===== config.mk =====
export PLATFORM = sky130hd
export DESIGN_NAME = ad_channel_poller
export DESIGN_NICKNAME = d
export VERILOG_FILES = /design/src/rtl/ad_channel_poller.sv
export SDC_FILE = /design/constraint.sdc
export NUM_CORES = 1
export LEC_CHECK = 0
export CAP_MARGIN = 20
export CORE_ASPECT_RATIO = 1.25
export CORE_MARGIN = 2
export CORE_UTILIZATION = 45
export CTS_CLUSTER_SIZE = 20
export DETAILED_ROUTE_END_ITERATION = 10
export PLACE_DENSITY = 0.78
export SYNTH_ARGS = -nofsm -noshare
export SYNTH_HDL_FRONTEND = slang
export SYNTH_SLANG_ARGS = --single-unit

===== constraint.sdc =====
create_clock -name clk -period 3.05 [get_ports clk]
set_clock_uncertainty 0.05 [all_clocks]
set_input_delay 0.61 -clock clk [delete_from_list [all_inputs] [get_ports clk]]
set_output_delay 0.61 -clock clk [all_outputs]
set_load 0.005 [all_outputs]

===== src/rtl/ad_channel_poller.sv =====
// ad_channel_poller
// Round-robin poller for CH_NUM acquisition channels. Each channel that reports
// a full ping-pong buffer is drained of BURST_LEN words. The words go out as a
// framed valid/ready stream. Everything runs on the communication clock.
//
// Optional feature: define POLL_HEADER_EN to prefix each frame with a header
// word {8'hA5, 5'b0, ch[2:0]}. With the macro undefined, frames carry data only.
//
// Ports
//   clk, rst_n     communication clock, async active-low reset
//   fifo_full      per-channel buffer-ready level
//   ch_data        flattened read data, channel i at [16i+15:16i], 1-cycle latency
//   rdreq          per-channel read request, one-hot or zero
//   out_data/out_valid/out_ready  output stream handshake
//   out_sof/out_eof               frame delimiters, qualified by out_valid
//   out_ch         channel index of the current frame
//   busy           high from grant until the last word of the frame is accepted
//
// state   | meaning
// S_IDLE  | waiting for an eligible channel
// S_GRANT | channel latched, counters cleared
// S_HDR   | header word launched (POLL_HEADER_EN only)
// S_READ  | issuing rdreq under the credit rule
// S_DRAIN | waiting for the last word to be accepted
module ad_channel_poller #(
    parameter int CH_NUM    = 4,
    parameter int BURST_LEN = 256,
    parameter int CH_W      = 3
) (
    input  logic                 clk,
    input  logic                 rst_n,
    input  logic [CH_NUM-1:0]    fifo_full,
    input  logic [16*CH_NUM-1:0] ch_data,
    output logic [CH_NUM-1:0]    rdreq,
    output logic [15:0]          out_data,
    output logic                 out_valid,
    input  logic                 out_ready,
    output logic                 out_sof,
    output logic                 out_eof,
    output logic [CH_W-1:0]      out_ch,
    output logic                 busy
);

    localparam int CNT_W = $clog2(BURST_LEN) + 1;
    localparam logic [CNT_W-1:0] LAST_CNT = CNT_W'(BURST_LEN - 1);

    typedef enum logic [2:0] {
        S_IDLE,
        S_GRANT,
`ifdef POLL_HEADER_EN
        S_HDR,
`endif
        S_READ,
        S_DRAIN
    } state_t;

    typedef struct packed {
        logic        sof;
        logic        eof;
        logic [15:0] data;
    } entry_t;

    state_t           r_state, w_state_nxt;
    logic [CH_W-1:0]  r_ch, r_last_ch, w_grant_ch;
    logic [CH_NUM-1:0] r_armed, w_elig, w_rot, w_rdreq;
    logic             w_any_elig;
    logic [CNT_W-1:0] r_req_cnt, r_rcv_cnt;
    logic             r_inflight, r_infl_hdr, w_hdr_issue;
    entry_t           r_buf0, r_buf1, w_push_entry;
    logic [1:0]       r_occ;
    logic [2:0]       w_level;
    logic             r_busy;
    logic             w_pop, w_rd, w_done;
    logic [15:0]      w_sel_data;

    assign w_elig = fifo_full & r_armed;

    // Rotate so that bit 0 is the channel after the last one served.
    always_comb begin
        w_rot      = CH_NUM'({w_elig, w_elig} >> (int'(r_last_ch) + 1));
        w_any_elig = 1'b0;
        w_grant_ch = '0;
        for (int j = 0; j < CH_NUM; j++) begin
            if (!w_any_elig && w_rot[j]) begin
                w_any_elig = 1'b1;
                w_grant_ch = CH_W'((int'(r_last_ch) + 1 + j) % CH_NUM);
            end
        end
    end

    assign w_pop   = out_valid & out_ready;
    // Words held plus the word in flight, after this cycle's pop.
    assign w_level = {1'b0, r_occ} + {2'b00, r_inflight} - {2'b00, w_pop};
    assign w_rd    = (r_state == S_READ) && (w_level <= 3'd1);
    assign w_done  = (r_state == S_DRAIN) && w_pop && r_buf0.eof;

`ifdef POLL_HEADER_EN
    assign w_hdr_issue = (r_state == S_HDR);
`else
    assign w_hdr_issue = 1'b0;
`endif

    always_comb begin
        w_sel_data = '0;
        w_rdreq    = '0;
        for (int i = 0; i < CH_NUM; i++) begin
            if (r_ch == CH_W'(i)) begin
                w_sel_data = ch_data[16*i +: 16];
                w_rdreq[i] = w_rd;
            end
        end
    end

    assign rdreq = w_rdreq;

    always_comb begin
        w_push_entry.sof  = (r_rcv_cnt == '0);
        w_push_entry.eof  = (r_rcv_cnt == LAST_CNT);
        w_push_entry.data = w_sel_data;
`ifdef POLL_HEADER_EN
        // The header travels through the in-flight slot like a read, so it
        // lands in the buffer just ahead of data word 0 with no bubble.
        w_push_entry.sof = 1'b0;
        if (r_infl_hdr) begin
            w_push_entry.sof  = 1'b1;
            w_push_entry.eof  = 1'b0;
            w_push_entry.data = {8'hA5, 5'b0, 3'(r_ch)};
        end
`endif
    end

    always_comb begin
        w_state_nxt = r_state;
        case (r_state)
            S_IDLE:  if (w_any_elig) w_state_nxt = S_GRANT;
`ifdef POLL_HEADER_EN
            S_GRANT: w_state_nxt = S_HDR;
            S_HDR:   w_state_nxt = S_READ;
`else
            S_GRANT: w_state_nxt = S_READ;
`endif
            S_READ:  if (w_rd && r_req_cnt == LAST_CNT) w_state_nxt = S_DRAIN;
            S_DRAIN: if (w_done) w_state_nxt = S_IDLE;
            default: w_state_nxt = S_IDLE;
        endcase
    end

    always_ff @(posedge clk or negedge rst_n) begin
        if (!rst_n) r_state <= S_IDLE;
        else        r_state <= w_state_nxt;
    end

    always_ff @(posedge clk or negedge rst_n) begin
        if (!rst_n) begin
            r_ch       <= '0;
            r_last_ch  <= CH_W'(CH_NUM - 1);
            r_busy     <= 1'b0;
            r_armed    <= '1;
            r_req_cnt  <= '0;
            r_rcv_cnt  <= '0;
            r_inflight <= 1'b0;
            r_infl_hdr <= 1'b0;
            r_occ      <= 2'd0;
            r_buf0     <= '0;
            r_buf1     <= '0;
        end else begin
            if (r_state == S_IDLE && w_any_elig) begin
                r_ch      <= w_grant_ch;
                r_busy    <= 1'b1;
                r_req_cnt <= '0;
                r_rcv_cnt <= '0;
            end else begin
                if (w_rd) r_req_cnt <= r_req_cnt + 1'b1;
                if (r_inflight && !r_infl_hdr) r_rcv_cnt <= r_rcv_cnt + 1'b1;
            end
            r_inflight <= w_rd | w_hdr_issue;
            r_infl_hdr <= w_hdr_issue;
            if (w_done) begin
                r_last_ch <= r_ch;
                r_busy    <= 1'b0;
            end
            // A low flag re-arms; otherwise a finished burst disarms until it drops.
            for (int i = 0; i < CH_NUM; i++) begin
                if (!fifo_full[i])                       r_armed[i] <= 1'b1;
                else if (w_done && r_ch == CH_W'(i))     r_armed[i] <= 1'b0;
            end
            case ({r_inflight, w_pop})
                2'b10: begin
                    if (r_occ == 2'd0) r_buf0 <= w_push_entry;
                    else               r_buf1 <= w_push_entry;
                    r_occ <= r_occ + 2'd1;
                end
                2'b01: begin
                    r_buf0 <= r_buf1;
                    r_occ  <= r_occ - 2'd1;
                end
                2'b11: begin
                    if (r_occ == 2'd1) begin
                        r_buf0 <= w_push_entry;
                    end else begin
                        r_buf0 <= r_buf1;
                        r_buf1 <= w_push_entry;
                    end
                end
                default: ;
            endcase
        end
    end

    assign out_valid = (r_occ != 2'd0);
    assign out_data  = r_buf0.data;
    assign out_sof   = r_buf0.sof & out_valid;
    assign out_eof   = r_buf0.eof & out_valid;
    assign out_ch    = r_ch;
    assign busy      = r_busy;

endmodule

==> results.toml <==
[clocking]
cts_tree = "built"
clockBufferDepth = 2
clk_pin_slew_ns = 0.09
clock_latency_ns = 0.35
cts_buffers = 9
clock-sinks = 68
cts-root-buf = "clkbuf_8"
htreeDepth = 3

[placed_design]
gp_congestion = 0.790
placedCellCount = 544
dp_hpwl_um = 6490
port_buffers = 96
place_area_um2 = 4880

[global_routing]
grt_pass1_wl_um = 14400
grt_max_degree = 69
groute.usage.overall = 0.196
gr-total-overflow = 0
grt_pass1_vias = 3164
grt_antenna_before_repair = 0

[logic_synthesis]
synth_area_leaders = "dfrtp_1 (40%), mux4_2 (9.3%), nand2_1 (5.3%)"
postSynthAreaPerCell_um2 = 10.7
yosys.area_share.simple = 0.146
ys_seq_elements = 68
synth_cells = 365
synthFlopType = "dfrtp_1"
yosysTopAreaCellShare = 0.399
synthDistinctLibCells = 47
yosysMostFrequentCell = "dfrtp_1"
synth_warnings = 0
synthTopCellsByCount = "dfrtp_1 (62), nand2_1 (55), nor2_1 (43)"
synth_compound_area_frac = 0.0875
synth_area_leader_cell = "dfrtp_1"
synth-xor-area-share = 0.0335
syn_area_um2 = 3890
synth_top_family_by_area = "multiplexers"
synth-edff-count = 0
synth-seq-area-share = 0.439
synth_fp_nets = 448
synthArstFlopShare = 1.00
synth_mux_area_frac = 0.171
synth_adder_area_share = 0.0405

[timing]
rsz0062_at_grt = "true"
whs_ns = 0.198
setup_ws_ns = -0.239
finalCritPeriodShare = 1.08
slew_headroom = 0.552
worst_pin_slew_ns = 0.671
fmax_ghz = 0.304
finalMaxSlewViolations = 0
min_period_ns = 3.29
hold_viol = 0
setup-violations-final = 4

[cells_and_area]
drive_above_1_share = 0.234
area_delta_synth_final_pct = 31.7
fin_area_um2 = 5120
diodes = 0
nNetsFinal = 544
instances_no_fill = 563

[worst_setup_path]
ff2ff_path_depth = 12
worst_ep_required_time_ns = 2.39
crit_top_cell = "inv_2"
startpoint_type = "register"
critPathSlowestCell = "fa_2"
arrival_ns = 2.63
reg2reg_to = "r_req_cnt[7]"
r2r-start = "r_occ[1]"
cp_max_fo = 5
ff2ff_setup_slack_ns = 0.34
worstSetupPathType = "register to output pin"
cp-end-kind = "output pin"
max_stage_delay_ns = 0.53
cp_cell_sequence = "inv_2 -> ha_4 -> nor2b_4 -> xnor2_2 -> ha_2 -> inv_2 -> fa_2 -> nand2_2 -> or2_4 -> nor3_2 -> buf_2"

[min_path]
hp-class = "input port to asynchronous set/reset pin"

[die]
die-area_um2 = 9410
core_area_um2 = 8330
die_y_um = 108
rows = 37
start_util = 0.467
die_w_um = 87.2
io_pins = 98

[route]
vias = 3058
vias_per_cell = 5.43
drtIter0Drc = 79
drtAntennaViolNets = 0
route.detailed.drc = 0
first_pass_iters = 4
wl_per_cell_um = 16.1
routed_wl_um = 9080

[run]
maxCapViolCount = 0

[status]
status = "finished with violations"
violations = "setup timing"

[power]
powerDensity_nw_per_um2 = 845
p_leak_nw = 2.13
ir_drop_v = 0.000809
-- flip-flops by register name (all words and copies together), names as in the netlist --
register,count
busy,1
out_ch,2
r_req_cnt,9
r_armed,4
r_occ,2
r_buf1,18
r_state,2
r_rcv_cnt,9
r_buf0,2
r_inflight,1
out_data,16
r_last_ch,2
-- what timing repair did --
action | in CTS | in global routing
buffers inserted | 1 | 2
pin swaps | 7 | 8
resized for setup | 31 | 0
setup endpoints to repair | 4 | 4
hold buffers | 0 | 0
-- per-stage QoR --
step / TNS [ns] / power [mW] / worst slack, ns / utilization
finish: -0.719 / 4.33 / -0.239 / 0.615
global route: -1.13 / 4.63 / -0.355 / 0.615
CTS: -0.915 / 4.34 / -0.260 / 0.613
detailed placement: -5.17 / 3.50 / -0.905 / 0.586
global placement: -3.64 / 3.41 / -0.801 / 0.586
floorplan: 0 / 2.84 / 0.0330 / -
-- cell families after synthesis --
logic type,count (synthesis)
AND/OR/NAND/NOR,130
flip-flops,68
AO/OA/AOI/OAI,50
buffers and inverters,50
multiplexers,40
XOR/XNOR,14
adder cells (fa/ha/maj),12
other,1
-- routing by layer --
metal	wire length (µm)	global-route usage	vias up
li1	-	-	1446
met1	3760	0.243	1497
met2	4630	0.340	103
met3	551	0.0305	12
met4	140	0.0802	0
met5	0	0	-
-- worst max path at each step --
stage	endpoint	start
after floorplan	rdreq[1]	r_occ[1]
after global placement	rdreq[1]	out_ready
after detailed placement	rdreq[0]	out_ready
after CTS	rdreq[0]	r_occ[1]
after global routing	rdreq[0]	r_occ[1]
final	rdreq[0]	r_occ[1]
-- layout make-up --
type | count | area (µm²)
Fill cell | 693 | 3210
Timing Repair Buffer | 118 | 1110
Clock inverter | 7 | 75.1
Tap cell | 97 | 121
Clock buffer | 9 | 124
Multi-Input combinational cell | 247 | 1910
Sequential cell | 68 | 1710
Inverter | 17 | 68.8
-- critical path, delay by kind of cell, from the launching register on --
family | cells | cell delay, ns
flops | 1 | 0.38
buf+inv | 3 | 0.25
fa+ha+maj | 3 | 0.91
xor+xnor | 1 | 0.14
simple gates | 4 | 0.61
-- placed cells by master (no fill, tap or decap), types with 2 or more instances in the layout --
master	instances
clkinv_4	3
nor4_1	2
clkinv_2	2
dfrtp_1	62
clkbuf_8	9
inv_6	2
xor2_1	4
inv_1	12
mux4_2	16
ha_1	9
mux2_2	11
nor2_2	3
nor2_1	40
inv_2	4
a22oi_1	4
nand3_1	7
mux2_4	10
buf_4	21
xnor2_1	8
nand2b_1	3
buf_2	5
or3_1	2
a21oi_1	8
a31oi_1	20
mux2i_1	3
nor3_1	3
dfstp_2	6
clkdlybuf4s50_1	90
nand4_1	5
nand2_1	54
nor2b_1	3
o21ai_0	9
-- power by group --
part           switching [mW]  internal, mW
sequential              0.245          1.26
combinational           0.963          1.11
clock                   0.367         0.381
total                    1.57          2.75
Note: power is estimated with default switching activity, not from simulation.
